$ cat config.mk
export PLATFORM = sky130hd
export DESIGN_NAME = jtag_host_driver
export DESIGN_NICKNAME = d
export VERILOG_FILES = /design/src/rtl/jtag_host_pkg.sv /design/src/rtl/jtag_tck_gen.sv /design/src/rtl/jtag_host_driver.sv
export SDC_FILE = /design/constraint.sdc
export NUM_CORES = 1
export LEC_CHECK = 0
export CAP_MARGIN = 20
export CORE_ASPECT_RATIO = 1.1
export CORE_MARGIN = 1
export CORE_UTILIZATION = 35
export CTS_BUF_LIST = sky130_fd_sc_hd__clkbuf_8
export CTS_CLUSTER_DIAMETER = 80
export DETAILED_ROUTE_END_ITERATION = 8
export SLEW_MARGIN = 20
export SYNTH_ARGS = -nofsm -noshare
export SYNTH_HDL_FRONTEND = slang
export SYNTH_HIERARCHICAL = 1
export SYNTH_SLANG_ARGS = --single-unit
$ cat constraint.sdc
create_clock -name clk -period 3.6 [get_ports clk]
set_input_delay 0.72 -clock clk [delete_from_list [all_inputs] [get_ports clk]]
set_output_delay 0.72 -clock clk [all_outputs]
set_load 0.01 [all_outputs]
$ cat src/rtl/jtag_host_pkg.sv
// Shared definitions for the JTAG host driver.
//   state_e      : driver FSM states
//   *_TMS        : fixed TMS patterns for header/tail segments, bit 0 driven first
//   RESET_TCK    : TCK count of the TMS reset sequence (5 x TMS=1, 1 x TMS=0)
package jtag_host_pkg;

    typedef enum logic [3:0] {
        RESET_SEQ,
        IDLE,
        IR_HDR,
        IR_SHIFT,
        IR_TAIL,
        DR_HDR,
        DR_SHIFT,
        DR_TAIL,
        DONE
    } state_e;

    // Run-Test/Idle -> Select-DR -> Select-IR -> Capture-IR -> Shift-IR
    localparam logic [3:0] IR_HDR_TMS  = 4'b0011;
    // Exit1-IR -> Update-IR -> Select-DR
    localparam logic [1:0] IR_TAIL_TMS = 2'b11;
    // Select-DR -> Capture-DR -> Shift-DR
    localparam logic [1:0] DR_HDR_TMS  = 2'b00;
    // Exit1-DR -> Update-DR -> Run-Test/Idle
    localparam logic [1:0] DR_TAIL_TMS = 2'b01;

    localparam logic [6:0] RESET_TCK   = 7'd6;
    localparam logic [6:0] IR_HDR_LEN  = 7'd4;
    localparam logic [6:0] SEG2_LEN    = 7'd2;

endpackage

$ cat src/rtl/jtag_tck_gen.sv
// TCK divider. While en_i is high, TCK toggles every CLK_DIV clks. The cycle
// TCK goes low (and the very first enabled cycle) carries fall_stb_o; the cycle
// TCK goes high carries rise_stb_o. When disabled TCK is held low and the
// divider restarts, so the first strobe after enable is always a fall strobe.
//   clk, rst_n   : system clock, async active-low reset
//   en_i         : run the divider
//   tck_o        : TCK
//   rise_stb_o   : 1-clk strobe, first clk of TCK high
//   fall_stb_o   : 1-clk strobe, first clk of TCK low
module jtag_tck_gen #(
    parameter int CLK_DIV = 16
) (
    input  logic clk,
    input  logic rst_n,
    input  logic en_i,
    output logic tck_o,
    output logic rise_stb_o,
    output logic fall_stb_o
);

    localparam int CW = $clog2(CLK_DIV);

    logic [CW-1:0] cnt_q, cnt_d;
    logic          tck_q, tck_d;

    always_comb begin
        cnt_d = cnt_q;
        tck_d = tck_q;
        if (!en_i) begin
            cnt_d = '0;
            tck_d = 1'b0;
        end else if (cnt_q == CW'(CLK_DIV - 1)) begin
            cnt_d = '0;
            tck_d = !tck_q;
        end else begin
            cnt_d = cnt_q + CW'(1);
        end
    end

    always_ff @(posedge clk or negedge rst_n) begin
        if (!rst_n) begin
            cnt_q <= '0;
            tck_q <= 1'b0;
        end else begin
            cnt_q <= cnt_d;
            tck_q <= tck_d;
        end
    end

    assign tck_o      = tck_q;
    assign rise_stb_o = en_i && tck_q && (cnt_q == '0);
    assign fall_stb_o = en_i && !tck_q && (cnt_q == '0);

endmodule

$ cat src/rtl/jtag_host_driver.sv
// Bit-banged JTAG initiator. One command walks the TAP from Run-Test/Idle
// through an IR scan and a DR scan and back, returning the TDO bits captured
// in each shift. A TMS reset sequence runs automatically after rst_n release
// and on tap_reset_i.
//   start_i / tap_reset_i : command strobes, accepted only when idle
//   ir_i, dr_len_i, dr_i  : scan operands, latched on an accepted start_i
//   busy_o, done_o, err_o : status; err_o marks a rejected dr_len_i
//   ir_o, dr_o            : captured TDO bits, updated with done_o
//   jtag_*                : TAP pins
module jtag_host_driver
    import jtag_host_pkg::*;
#(
    parameter int CLK_DIV  = 16,
    parameter int IR_WIDTH = 5,
    parameter int DR_MAX   = 64
) (
    input  logic                clk,
    input  logic                rst_n,
    input  logic                start_i,
    input  logic                tap_reset_i,
    input  logic [IR_WIDTH-1:0] ir_i,
    input  logic [6:0]          dr_len_i,
    input  logic [DR_MAX-1:0]   dr_i,
    output logic                busy_o,
    output logic                done_o,
    output logic                err_o,
    output logic [IR_WIDTH-1:0] ir_o,
    output logic [DR_MAX-1:0]   dr_o,
    output logic                jtag_tck_o,
    output logic                jtag_tms_o,
    output logic                jtag_tdi_o,
    input  logic                jtag_tdo_i
);

    localparam int DRW = $clog2(DR_MAX);

    state_e              state_q, state_d;
    logic [6:0]          bit_q, len_q, seg_len;
    logic [IR_WIDTH-1:0] ir_sh_q, ir_ins, ir_o_q;
    logic [DR_MAX-1:0]   dr_sh_q, dr_ins, dr_o_q;
    logic [DRW-1:0]      dr_top;
    logic                err_q, tms_q, tms_d, tdi_q, tdi_d;
    logic                tck_en, rise_stb, fall_stb;
    logic                terminal, seg_last, end_fall, len_ok, accept;

    function automatic logic [DR_MAX-1:0] len_mask(input logic [6:0] n);
        logic [DR_MAX-1:0] m;
        for (int i = 0; i < DR_MAX; i++) m[i] = (i < int'(n));
        return m;
    endfunction

    jtag_tck_gen #(.CLK_DIV(CLK_DIV)) u_tck (
        .clk        (clk),
        .rst_n      (rst_n),
        .en_i       (tck_en),
        .tck_o      (jtag_tck_o),
        .rise_stb_o (rise_stb),
        .fall_stb_o (fall_stb)
    );

    assign len_ok = (dr_len_i != 7'd0) && (dr_len_i <= 7'(DR_MAX));
    assign accept = (state_q == IDLE) && start_i && !tap_reset_i;

    // Segment length in TCKs for the current state. Terminal segments leave
    // the state on the fall strobe after their last rise, so TCK is back low
    // before the FSM reports completion.
    always_comb begin
        seg_len  = 7'd1;
        terminal = 1'b0;
        case (state_q)
            RESET_SEQ: begin seg_len = RESET_TCK; terminal = 1'b1; end
            IR_HDR:    seg_len = IR_HDR_LEN;
            IR_SHIFT:  seg_len = 7'(IR_WIDTH);
            IR_TAIL:   seg_len = SEG2_LEN;
            DR_HDR:    seg_len = SEG2_LEN;
            DR_SHIFT:  seg_len = len_q;
            DR_TAIL:   begin seg_len = SEG2_LEN; terminal = 1'b1; end
            default:   ;
        endcase
    end

    assign seg_last = rise_stb && !terminal && (bit_q == seg_len - 7'd1);
    assign end_fall = fall_stb && terminal && (bit_q == seg_len);

    always_ff @(posedge clk or negedge rst_n) begin
        if (!rst_n) state_q <= RESET_SEQ;
        else        state_q <= state_d;
    end

    always_comb begin
        state_d = state_q;
        case (state_q)
            RESET_SEQ: if (end_fall) state_d = IDLE;
            IDLE: begin
                if (tap_reset_i)  state_d = RESET_SEQ;
                else if (start_i) state_d = len_ok ? IR_HDR : DONE;
            end
            IR_HDR:   if (seg_last) state_d = IR_SHIFT;
            IR_SHIFT: if (seg_last) state_d = IR_TAIL;
            IR_TAIL:  if (seg_last) state_d = DR_HDR;
            DR_HDR:   if (seg_last) state_d = DR_SHIFT;
            DR_SHIFT: if (seg_last) state_d = DR_TAIL;
            DR_TAIL:  if (end_fall) state_d = DONE;
            DONE:     state_d = IDLE;
            default:  state_d = RESET_SEQ;
        endcase
    end

    // Outputs and the TMS/TDI value for the next TCK, loaded on fall strobes.
    always_comb begin
        busy_o = (state_q != IDLE);
        done_o = (state_q == DONE);
        err_o  = (state_q == DONE) && err_q;
        tck_en = (state_q != IDLE) && (state_q != DONE);
        tms_d  = tms_q;
        tdi_d  = tdi_q;
        if (fall_stb && !end_fall) begin
            tdi_d = 1'b0;
            case (state_q)
                RESET_SEQ: tms_d = (bit_q < RESET_TCK - 7'd1);
                IR_HDR:    tms_d = IR_HDR_TMS[bit_q[1:0]];
                IR_SHIFT:  begin tms_d = (bit_q == seg_len - 7'd1); tdi_d = ir_sh_q[0]; end
                IR_TAIL:   tms_d = IR_TAIL_TMS[bit_q[0]];
                DR_HDR:    tms_d = DR_HDR_TMS[bit_q[0]];
                DR_SHIFT:  begin tms_d = (bit_q == seg_len - 7'd1); tdi_d = dr_sh_q[0]; end
                DR_TAIL:   tms_d = DR_TAIL_TMS[bit_q[0]];
                default:   ;
            endcase
        end
    end

    // The shift registers double as transmit source and capture buffer:
    // bit 0 goes out on TDI, TDO enters at the top of the active length.
    assign dr_top = DRW'(len_q - 7'd1);

    always_comb begin
        ir_ins = ir_sh_q >> 1;
        ir_ins[IR_WIDTH-1] = jtag_tdo_i;
        dr_ins = dr_sh_q >> 1;
        dr_ins[dr_top] = jtag_tdo_i;
    end

    always_ff @(posedge clk or negedge rst_n) begin
        if (!rst_n) begin
            bit_q   <= '0;
            len_q   <= '0;
            ir_sh_q <= '0;
            dr_sh_q <= '0;
            err_q   <= 1'b0;
            ir_o_q  <= '0;
            dr_o_q  <= '0;
            tms_q   <= 1'b1;
            tdi_q   <= 1'b0;
        end else begin
            tms_q <= tms_d;
            tdi_q <= tdi_d;
            if (state_q != state_d) bit_q <= '0;
            else if (rise_stb)      bit_q <= bit_q + 7'd1;
            if (accept) begin
                err_q <= !len_ok;
                if (len_ok) begin
                    len_q   <= dr_len_i;
                    ir_sh_q <= ir_i;
                    // Bits above the scan length must start at 0 so they read 0.
                    dr_sh_q <= dr_i & len_mask(dr_len_i);
                end
            end
            if (rise_stb && state_q == IR_SHIFT) ir_sh_q <= ir_ins;
            if (rise_stb && state_q == DR_SHIFT) dr_sh_q <= dr_ins;
            if (state_q == DR_TAIL && state_d == DONE) begin
                ir_o_q <= ir_sh_q;
                dr_o_q <= dr_sh_q;
            end
        end
    end

    assign ir_o       = ir_o_q;
    assign dr_o       = dr_o_q;
    assign jtag_tms_o = tms_q;
    assign jtag_tdi_o = tdi_q;

endmodule

=== Word level (Yosys, flattened, before mapping) ===
Cells that the tools add are included.

* Word-level logic and storage cells: 178
* Bits in registers: 164
* Input port bits: 81

* Add/sub/neg operators: 4
* Reductions and logical operators: 39
* Equality and inequality tests: 16
* Bitwise operators: 1
* Order comparisons: 70
* Muxes and demuxes: 36

{| class="wikitable"
|+ Operators with widths
! cell !! number
|-
| $lt A6 B7 Y1 const A || 32
|-
| $mux W64 || 3
|-
| $lt A5 B7 Y1 const A || 16
|-
| $and A64 B64 Y64 || 1
|-
| $bwmux W64 || 1
|-
| $lt A4 B7 Y1 const A || 8
|-
| $mux W4 || 12
|-
| $pmux W4 S9 || 1
|-
| $pmux W7 S5 || 1
|-
| $lt A3 B7 Y1 const A || 4
|-
| $logic_and A1 B1 Y1 || 18
|-
| $eq A4 B3 Y1 const B || 4
|-
| $mux W5 || 3
|-
| $eq A7 B7 Y1 || 2
|-
| $lt A1 B7 Y1 const A || 2
|-
| $lt A2 B7 Y1 const A || 2
|-
| $mux W7 || 2
|-
| $eq A4 B4 Y1 const B || 3
|-
| $reduce_bool A2 Y1 || 5
|-
| $mux W1 || 9
|-
| $eq A4 B2 Y1 const B || 2
|-
| $logic_not A4 Y1 || 2
|-
| $reduce_and A2 Y1 || 4
|-
| $add A7 B1 Y7 const B || 1
|-
| other kinds (23) || 28
|}

=== Longest topological paths before layout ===
Gate-level depths: netlist (run 1).

* Word-level depth: 10
* Mapped depth: 14
* Mapped depth without buffers: 11

=== By module ===
The synthesis (run 1) kept the hierarchy.

{| class="wikitable"
|+ By module, submodules not included
! module !! area an instance (um^2) !! instances !! cells an instance !! seq. area each (um^2)
|-
| jtag_host_driver || 9200.1 || 1 || 1125 || 3980.1
|-
| jtag_tck_gen || 256.5 || 1 || 25 || 125.1
|}

=== Worst setup path after synthesis (run 1) ===
Ideal clock, no wire load.

* Path type: reg2reg
* Start: register state_q[2]
* End: register bit_q[0]
* Cell stages (with the launch flop): 13
* Buffers on the path: 2
* Setup slack: 0.353 ns
* Arrival time: 3.119 ns
* Period minus slack after synthesis: 3.247 ns
* Path through: dfrtp_1 > buf_6 > nor2b_1 > nor3_1 > ha_1 > or4b_1 > a22oi_1 > xor2_1 > or4b_4 > a2111oi_4 > or2_1 > buf_6 > o31ai_1

* Cells in the longest elaborated chain, start to end: 10

{| class="wikitable"
|+ Ends and longest elaborated chain
! item !! RTL line !! text
|-
| start, declared || jtag_host_driver.sv:37 || <nowiki>state_e state_q, state_d;</nowiki>
|-
| start signal, assigned || jtag_host_driver.sv:87 || <nowiki>else state_q <= state_d;</nowiki>
|-
| $eq A4 B3 Y1 (tied with other cells) || jtag_host_driver.sv:70, jtag_host_driver.sv:92 ||
|-
| $reduce_or A3 Y1 (no source line) (tied with other cells) || - ||
|-
| $pmux W7 S5 (tied with other cells) || jtag_host_driver.sv:70 || <nowiki>case (state_q)</nowiki>
|-
| $sub A7 B1 Y7 (tied with other cells) || jtag_host_driver.sv:82 || <nowiki>assign seg_last = rise_stb && !terminal && (bit_q == seg_len - 7'd1);</nowiki>
|-
| $eq A7 B7 Y1 (tied with other cells) || jtag_host_driver.sv:82 ||
|-
| $logic_and A1 B1 Y1 (on tied branches) || jtag_host_driver.sv:82, jtag_host_driver.sv:83 ||
|-
| $mux W4 (tied with other cells) || jtag_host_driver.sv:102 || <nowiki>DR_SHIFT: if (seg_last) state_d = DR_TAIL;</nowiki>
|-
| $pmux W4 S9 (*) || jtag_host_driver.sv:92 || <nowiki>case (state_q)</nowiki>
|-
| via state_d[0] || jtag_host_driver.sv:37 ||
|-
| $ne A4 B4 Y1 (*) || jtag_host_driver.sv:157 || <nowiki>if (state_q != state_d) bit_q <= '0;</nowiki>
|-
| $mux W7 / $reduce_bool A2 Y1 (equally long branches) || - ||
|-
| end signal, assigned || jtag_host_driver.sv:158 || <nowiki>else if (rise_stb) bit_q <= bit_q + 7'd1;</nowiki>
|-
| end, declared || jtag_host_driver.sv:38 || <nowiki>logic [6:0] bit_q, len_q, seg_len;</nowiki>
|}

Mark *: on every way through the listed nets, which the timed path passes. The rest lies on a longest branch.
A chain may end at the register's enable or synchronous reset.

=== Worst setup path in the final report (run 1) ===
* Start: register state_q[0]
* End: register bit_q[5]

* Cells in the longest elaborated chain, start to end: 10

{| class="wikitable"
|+ Ends and longest elaborated chain
! item !! RTL line
|-
| $eq A4 B3 Y1 (tied with other cells) || jtag_host_driver.sv:70, jtag_host_driver.sv:92
|-
| $reduce_or A3 Y1 (no source line) (tied with other cells) || -
|-
| $pmux W7 S5 (tied with other cells) || jtag_host_driver.sv:70
|-
| $sub A7 B1 Y7 (tied with other cells) || jtag_host_driver.sv:82
|-
| $eq A7 B7 Y1 (tied with other cells) || jtag_host_driver.sv:82
|-
| $logic_and A1 B1 Y1 (on tied branches) || jtag_host_driver.sv:82, jtag_host_driver.sv:83
|-
| $mux W4 (tied with other cells) || jtag_host_driver.sv:102
|-
| $pmux W4 S9 || jtag_host_driver.sv:92
|-
| $ne A4 B4 Y1 || jtag_host_driver.sv:157
|-
| $mux W7 / $reduce_bool A2 Y1 (equally long branches) || -
|}

Several ways; a longest one is shown, not always the timed one.

==> qor.txt, run 1 <==
Starting DRT DRC Count - 920
Residual overflow from global routing - 0
First-pass GRT wire length - 50.0 mm
Total Power - 5.15 mW
Post-synthesis sequential area ratio - 43.4%
Core area - 26300 sq um
HPWL after DPL - 22.5 mm
Max Cap Viol - 0
Die height - 174 um
Worst-path fanout max - 8
Tmin final - 3.42 ns
# nets final - 1373
Hold_buf cts - 0
Ys flop type - dfrtp_1
Crit Path Class - flop to flop
Initial antenna violation count - 0
Unrepaired setup endpoints after global routing - no
Share of the synthesized area in the top cell type - 43.1%
Root buffer cell - clkbuf_8
Post-synth EDFFs - 0
Largest net degree at the start of global routing - 118
Rel. slew slack - 25.5%
Placed cell count - 1619
Vias in the first global route - 8632
Avg WL per Cell - 19.5 um
Worst skew pair latency - 0.49 ns
Clock Skew - 0.0215 ns
Seq cells post-synth - 164
Slew @ Worst Pin - 1.11 ns
Most common cell in the netlist - nand2_1
Yosys top cell by area - dfrtp_1
Initial DRT Pass Iterations - 6
Layout cell share with drive strength beyond 1 - 8.92%
Die width - 159 um
Total Neg Setup Slack - 0 ns
Row Count - 62
Status - finished, final reports clean
DR vias - 9027
Fmax - 292 MHz
CP arrival - 3.78 ns
Post-synth ARST share - 100%
Startpoint Class - flop
Maximum clock path buffer count - 2
Htree depth - 4
Routed Wire Length - 32.2 mm
Cell count after synthesis - 1150
Port bufs - 155
Setup violations, final - 0
Worst hold-check path type - input port to asynchronous set/reset pin
Routability cong. - 0.870
Total CTS buffers - 17
Fin. Hold Viols - 0
CP endpoint kind - flop
Mapped cell area - 9460 sq um
Area grow syn2layout - 27.2%
CTS tree - yes
# IOs - 156
Fin cells - 1652
Cell Pwr Density - 428 nW/um^2
Ratio of final minimum period to clock period - 95.0%
Post-Syn Nets - 1236
Flop2flop setup slack - 0.18 ns
Clock Pin Slew Worst Setup and Hold Paths - 0.11 ns
DRC errors left - 0
Yosys cell types - 73
Die ar. - 27700 sq um
GRT Resource Usage Total - 23.3%
Worst hold slack - 0.263 ns
Peak VDD IR - 0.217 mV
# diodes - 0
Pre-CTS WS - -0.00353 ns
Syn avg cell area - 8.22 sq um
Worst setup slack after layout - 0.179 ns
Leakage - 5.54 nW
Pins Over Slew Limit - 0
CP required - 3.96 ns
Routed Antenna Nets - 0
YS warnings - 6
Clk sinks - 164
Initial Util - 36.0%
Via/cell ratio - 5.46
Synth area leaders - dfrtp_1 (43%), nand2_1 (13%), mux2i_1 (6.6%)
List of most frequent post-synthesis cells - nand2_1 (326), dfrtp_1 (163), a21oi_1 (86), o21ai_0 (70), clkbuf_1 (63)
## final timing paths
path / startpoint / endpoint / depth (start not counted)
min: rst_n / bit_q[1] / 1
max in group asynchronous: rst_n / dr_o[63] / 2
min reg2reg: dr_o[23] / dr_o[23] / 2
max reg2reg: state_q[0] / bit_q[5] / 10
max: state_q[0] / bit_q[5] / 10
min in group clk: dr_o[23] / dr_o[23] / 2
## cell usage in the layout (no fill, tap or decap), types with 4 or more instances in the layout
cell,n
nand2_1,325
dfrtp_1,162
clkdlybuf4s50_1,153
a21oi_1,85
o21ai_0,70
mux2i_1,62
a211oi_1,56
nor2_1,48
nor3_1,46
buf_4,41
clkbuf_8,20
inv_1,15
nor4_1,12
nor3b_1,11
xnor2_1,10
nor2b_1,9
and3_1,9
o31ai_1,9
or3_1,8
xor2_1,8
buf_12,7
a31oi_1,6
nand2b_1,6
and2_1,6
nand3_1,5
or2_2,5
o22ai_1,5
ha_1,5
o21a_1,4
o21ai_1,4
a22oi_1,4
nand4_1,4
## registers in the layout, summed over array words and instances, names as in the netlist
signal / cells
dr_sh_q: 64
ir_o: 5
u_tck/cnt_q: 4
u_tck/tck_o: 1
ir_sh_q: 5
state_q: 4
len_q: 7
jtag_tms_o: 1
dr_o: 64
bit_q: 7
jtag_tdi_o: 1
err_q: 1
## per-layer routing
metal | track usage, % | up-vias | share of wire [%]
met1 | 32.3 | 4318 | 45
li1 | - | 4304 | -
met5 | 0 | - | 0
met2 | 35.7 | 344 | 45
met4 | 8.98 | 0 | 2.9
met3 | 4.53 | 61 | 6.8
## cell type report
class	count	area, sq um
clock buffer	20	275
clock inverter	12	144
fill	2576	14300
inverter	16	60.1
multi-input combinational	885	5000
sequential	164	4110
tap	352	440
timing repair buffer	203	2000
## critical path, cell delays in order (launching register included)
cell,delay [ns]
dfrtp_1,0.47
and4b_4,0.37
nor3_1,0.06
ha_1,0.22
or4b_1,0.52
a22oi_1,0.19
xor2_1,0.17
or4b_4,0.54
a2111oi_4,0.32
or2_1,0.31
o31ai_1,0.13
## power breakdown
| part | internal, mW | switching, mW | total, mW | leakage [nW] |
|---|---|---|---|---|
| sequential | 2.05 | 0.258 | 2.30 | 2.21 |
| combinational | 0.594 | 0.786 | 1.38 | 3.12 |
| clock | 0.686 | 0.779 | 1.47 | 0.214 |
| total | 3.33 | 1.82 | 5.15 | 5.54 |
## cells by family (layout without fill, tap and decap cells)
| group | after synthesis | count (layout) | synth area share, % |
|---|---|---|---|
| simple gates | 521 | 521 | 24.7 |
| compound gates | 277 | 277 | 18.4 |
| flops | 164 | 164 | 43.4 |
| buf+inv | 101 | 251 | 4.34 |
| mux | 64 | 64 | 6.80 |
| xor+xnor | 18 | 18 | 1.67 |
| fa+ha+maj | 5 | 5 | 0.662 |
## through the flow
stage | util [%] | cell area (sq um)
6_report | 45.7 | 12000
5_1_grt | 45.7 | 12000
4_1_cts | 45.6 | 12000
3_5_place_dp | 44.0 | 11600
3_3_place_gp | 44.0 | 11600
2_1_floorplan | - | 9460
## what timing repair did
| action | 4_1_cts | 5_1_grt |
|---|---|---|
| endpoints found under the setup margin | 0 | 47 |
| resized for setup | 0 | 7 |
| buffers inserted | 0 | 1 |
No activity file was read; power rests on OpenSTA's default activity.
==> run 2: changes to the inputs <==
--- a/config.mk
+++ b/config.mk
@@ -9,7 +9,7 @@
 export CORE_ASPECT_RATIO = 1.1
 export CORE_MARGIN = 1
 export CORE_UTILIZATION = 35
-export CTS_BUF_LIST = sky130_fd_sc_hd__clkbuf_8
+export CTS_BUF_LIST = sky130_fd_sc_hd__clkbuf_4
 export CTS_CLUSTER_DIAMETER = 80
 export DETAILED_ROUTE_END_ITERATION = 8
 export SLEW_MARGIN = 20
==> constraint.sdc (replaced) <==
create_clock -name clk -period 3.6 [get_ports clk]
set_input_delay 0.72 -clock clk [delete_from_list [all_inputs] [get_ports clk]]
set_output_delay 0.72 -clock clk [all_outputs]
set_load 0.05 [all_outputs]
==> run 2 against run 1 <==
Core utilization down 0.52 points. Largest power group unchanged. Sequential cell count unchanged. Critical path type is now flop to output pin. First-iteration DRC count down 17%. Maximum frequency down 1.0%. Via count up 1.0%.
==> qor.txt, run 2 (synthesis results as in run 1) <==
Reg2reg start - state_q[0]
Footprint of the multi-input gates - 5000 sq um
# nets final - 1373
Total Neg Setup Slack - 0 ns
Crit Path Class - flop to output pin
Die height - 174 um
Initial Util - 36.0%
Routed Antenna Nets - 0
Setup violations, final - 0
Combinational power share - 29.2%
Port bufs - 155
Unrepaired setup endpoints after global routing - no
# IOs - 156
Internal power - 3.06 mW
Vias in the first global route - 8587
Worst hold-check path type - input port to asynchronous set/reset pin
DRC errors left - 0
Switch Pwr - 1.82 mW
Routed met1 length - 14.1 mm
Total CTS buffers - 17
Met2 WL - 14.7 mm
Most frequent cells in the layout - nand2_1 (325), dfrtp_1 (162), clkdlybuf4s50_1 (152)
Placed cell count - 1619
Worst-path fanout max - 12
Clk pwr share - 23.7%
Clock Pin Slew Worst Setup and Hold Paths - 0.17 ns
Pins Over Slew Limit - 0
CP endpoint kind - output pin
Fin cells - 1653
First-pass GRT wire length - 49.8 mm
DR vias - 9119
Htree depth - 4
Number of fill cells - 2584
Clk sinks - 164
R2R depth - 10
Worst setup slack after layout - 0.143 ns
Flop2flop setup slack - 0.18 ns
Commonest non-fill, non-tap cell in the layout - nand2_1
Initial DRT Pass Iterations - 5
Area grow syn2layout - 25.7%
Tmin final - 3.46 ns
Peak VDD IR - 0.228 mV
CP arrival - 2.74 ns
Maximum clock path buffer count - 2
Avg WL per Cell - 19.4 um
FF-to-FF End - bit_q[5]
Total Power - 4.88 mW
Fin. Hold Viols - 0
Net Sw Frac - 37.4%
Pre-CTS WS - -0.00353 ns
Slew @ Worst Pin - 1.09 ns
Cell Pwr Density - 411 nW/um^2
Max Cap Viol - 0
HPWL after DPL - 22.5 mm
Largest net degree at the start of global routing - 118
Core area - 26300 sq um
Root buffer cell - clkbuf_4
Routed Wire Length - 32.1 mm
DR WL met3 - 2.52 mm
Hold_buf cts - 0
Leakage - 5.49 nW
Initial antenna violation count - 1
Via/cell ratio - 5.52
Layout cell share with drive strength beyond 1 - 8.62%
Storage element area - 4110 sq um
DR top layer - met4
Routability cong. - 0.870
Rel. slew slack - 27.1%
Fmax - 289 MHz
Row Count - 62
Residual overflow from global routing - 0
Starting DRT DRC Count - 765
GRT Resource Usage Total - 23.2%
CTS tree - yes
CP required - 2.88 ns
Sequential power share - 47.2%
Startpoint Class - flop
Status - finished, final reports clean
Die width - 159 um
Die ar. - 27700 sq um
Clock Skew - 0.0356 ns
Worst skew pair latency - 0.59 ns
Ratio of final minimum period to clock period - 96.0%
run 2: cell types whose count changed in the layout (fill, tap and decap cells not counted), sizes merged:
cell           delta
clkinv            +3
diode             +1
clkbuf            -3
clkdlybuf4s50     -1
dlygate4sd2       +1
run 2: worst max path at each step:
stage                     from           to  slack, ns  depth (start not counted)
finish              state_q[2]       done_o       0.14                          4
global route        state_q[2]       done_o       0.01                          4
CTS                 state_q[2]     bit_q[5]      0.007                         12
detailed placement  state_q[2]     bit_q[5]     -0.004                         12
global placement    state_q[2]     bit_q[0]       0.14                         12
floorplan           state_q[1]  dr_sh_q[48]       0.19                         14
run 2: what timing repair did:
item / CTS / global route
pin swaps: 0 / 1
setup endpoints to repair: 1 / 44
buffers inserted: 0 / 1
resized for setup: 1 / 6
run 2: power by group through the flow:
stage / logic (mW) / registers, mW / clock network [mW]
finish: 1.42 / 2.30 / 1.16
global route: 1.55 / 2.33 / 1.26
CTS: 1.40 / 2.30 / 1.19
detailed placement: 1.39 / 2.33 / 0
global placement: 1.37 / 2.33 / 0
floorplan: 0.852 / 2.26 / 0
run 2: routing by layer:
| layer | GRT usage [%] | up-vias |
|---|---|---|
| li1 | - | 4307 |
| met1 | 32.5 | 4352 |
| met3 | 4.44 | 50 |
| met5 | 0 | - |
| met2 | 36.0 | 410 |
| met4 | 6.92 | 0 |
run 2: critical path, cell delays in order, from the launching register on:
cell	delay [ns]
dfrtp_2	0.50
buf_4	0.20
or3_1	0.41
nor2_1	0.22
clkdlybuf4s50_1	0.85
run 2: area by class of cell:
type                       count  share of cell area (%)
antenna                        1                  0.0210
multi-input combinational    885                    42.1
inverter                      16                   0.505
tap                          352                    3.70
clock inverter                15                    1.30
clock buffer                  17                    1.07
timing repair buffer         203                    16.8
sequential                   164                    34.5
run 2: stage by stage:
step / utilization [%] / cell area [sq um] / hold slack [ns]
2_1_floorplan: - / 9460 / 0.424
3_3_place_gp: 44.0 / 11600 / 0.454
3_5_place_dp: 44.0 / 11600 / 0.455
4_1_cts: 45.1 / 11900 / 0.144
5_1_grt: 45.2 / 11900 / 0.178
6_report: 45.2 / 11900 / 0.151
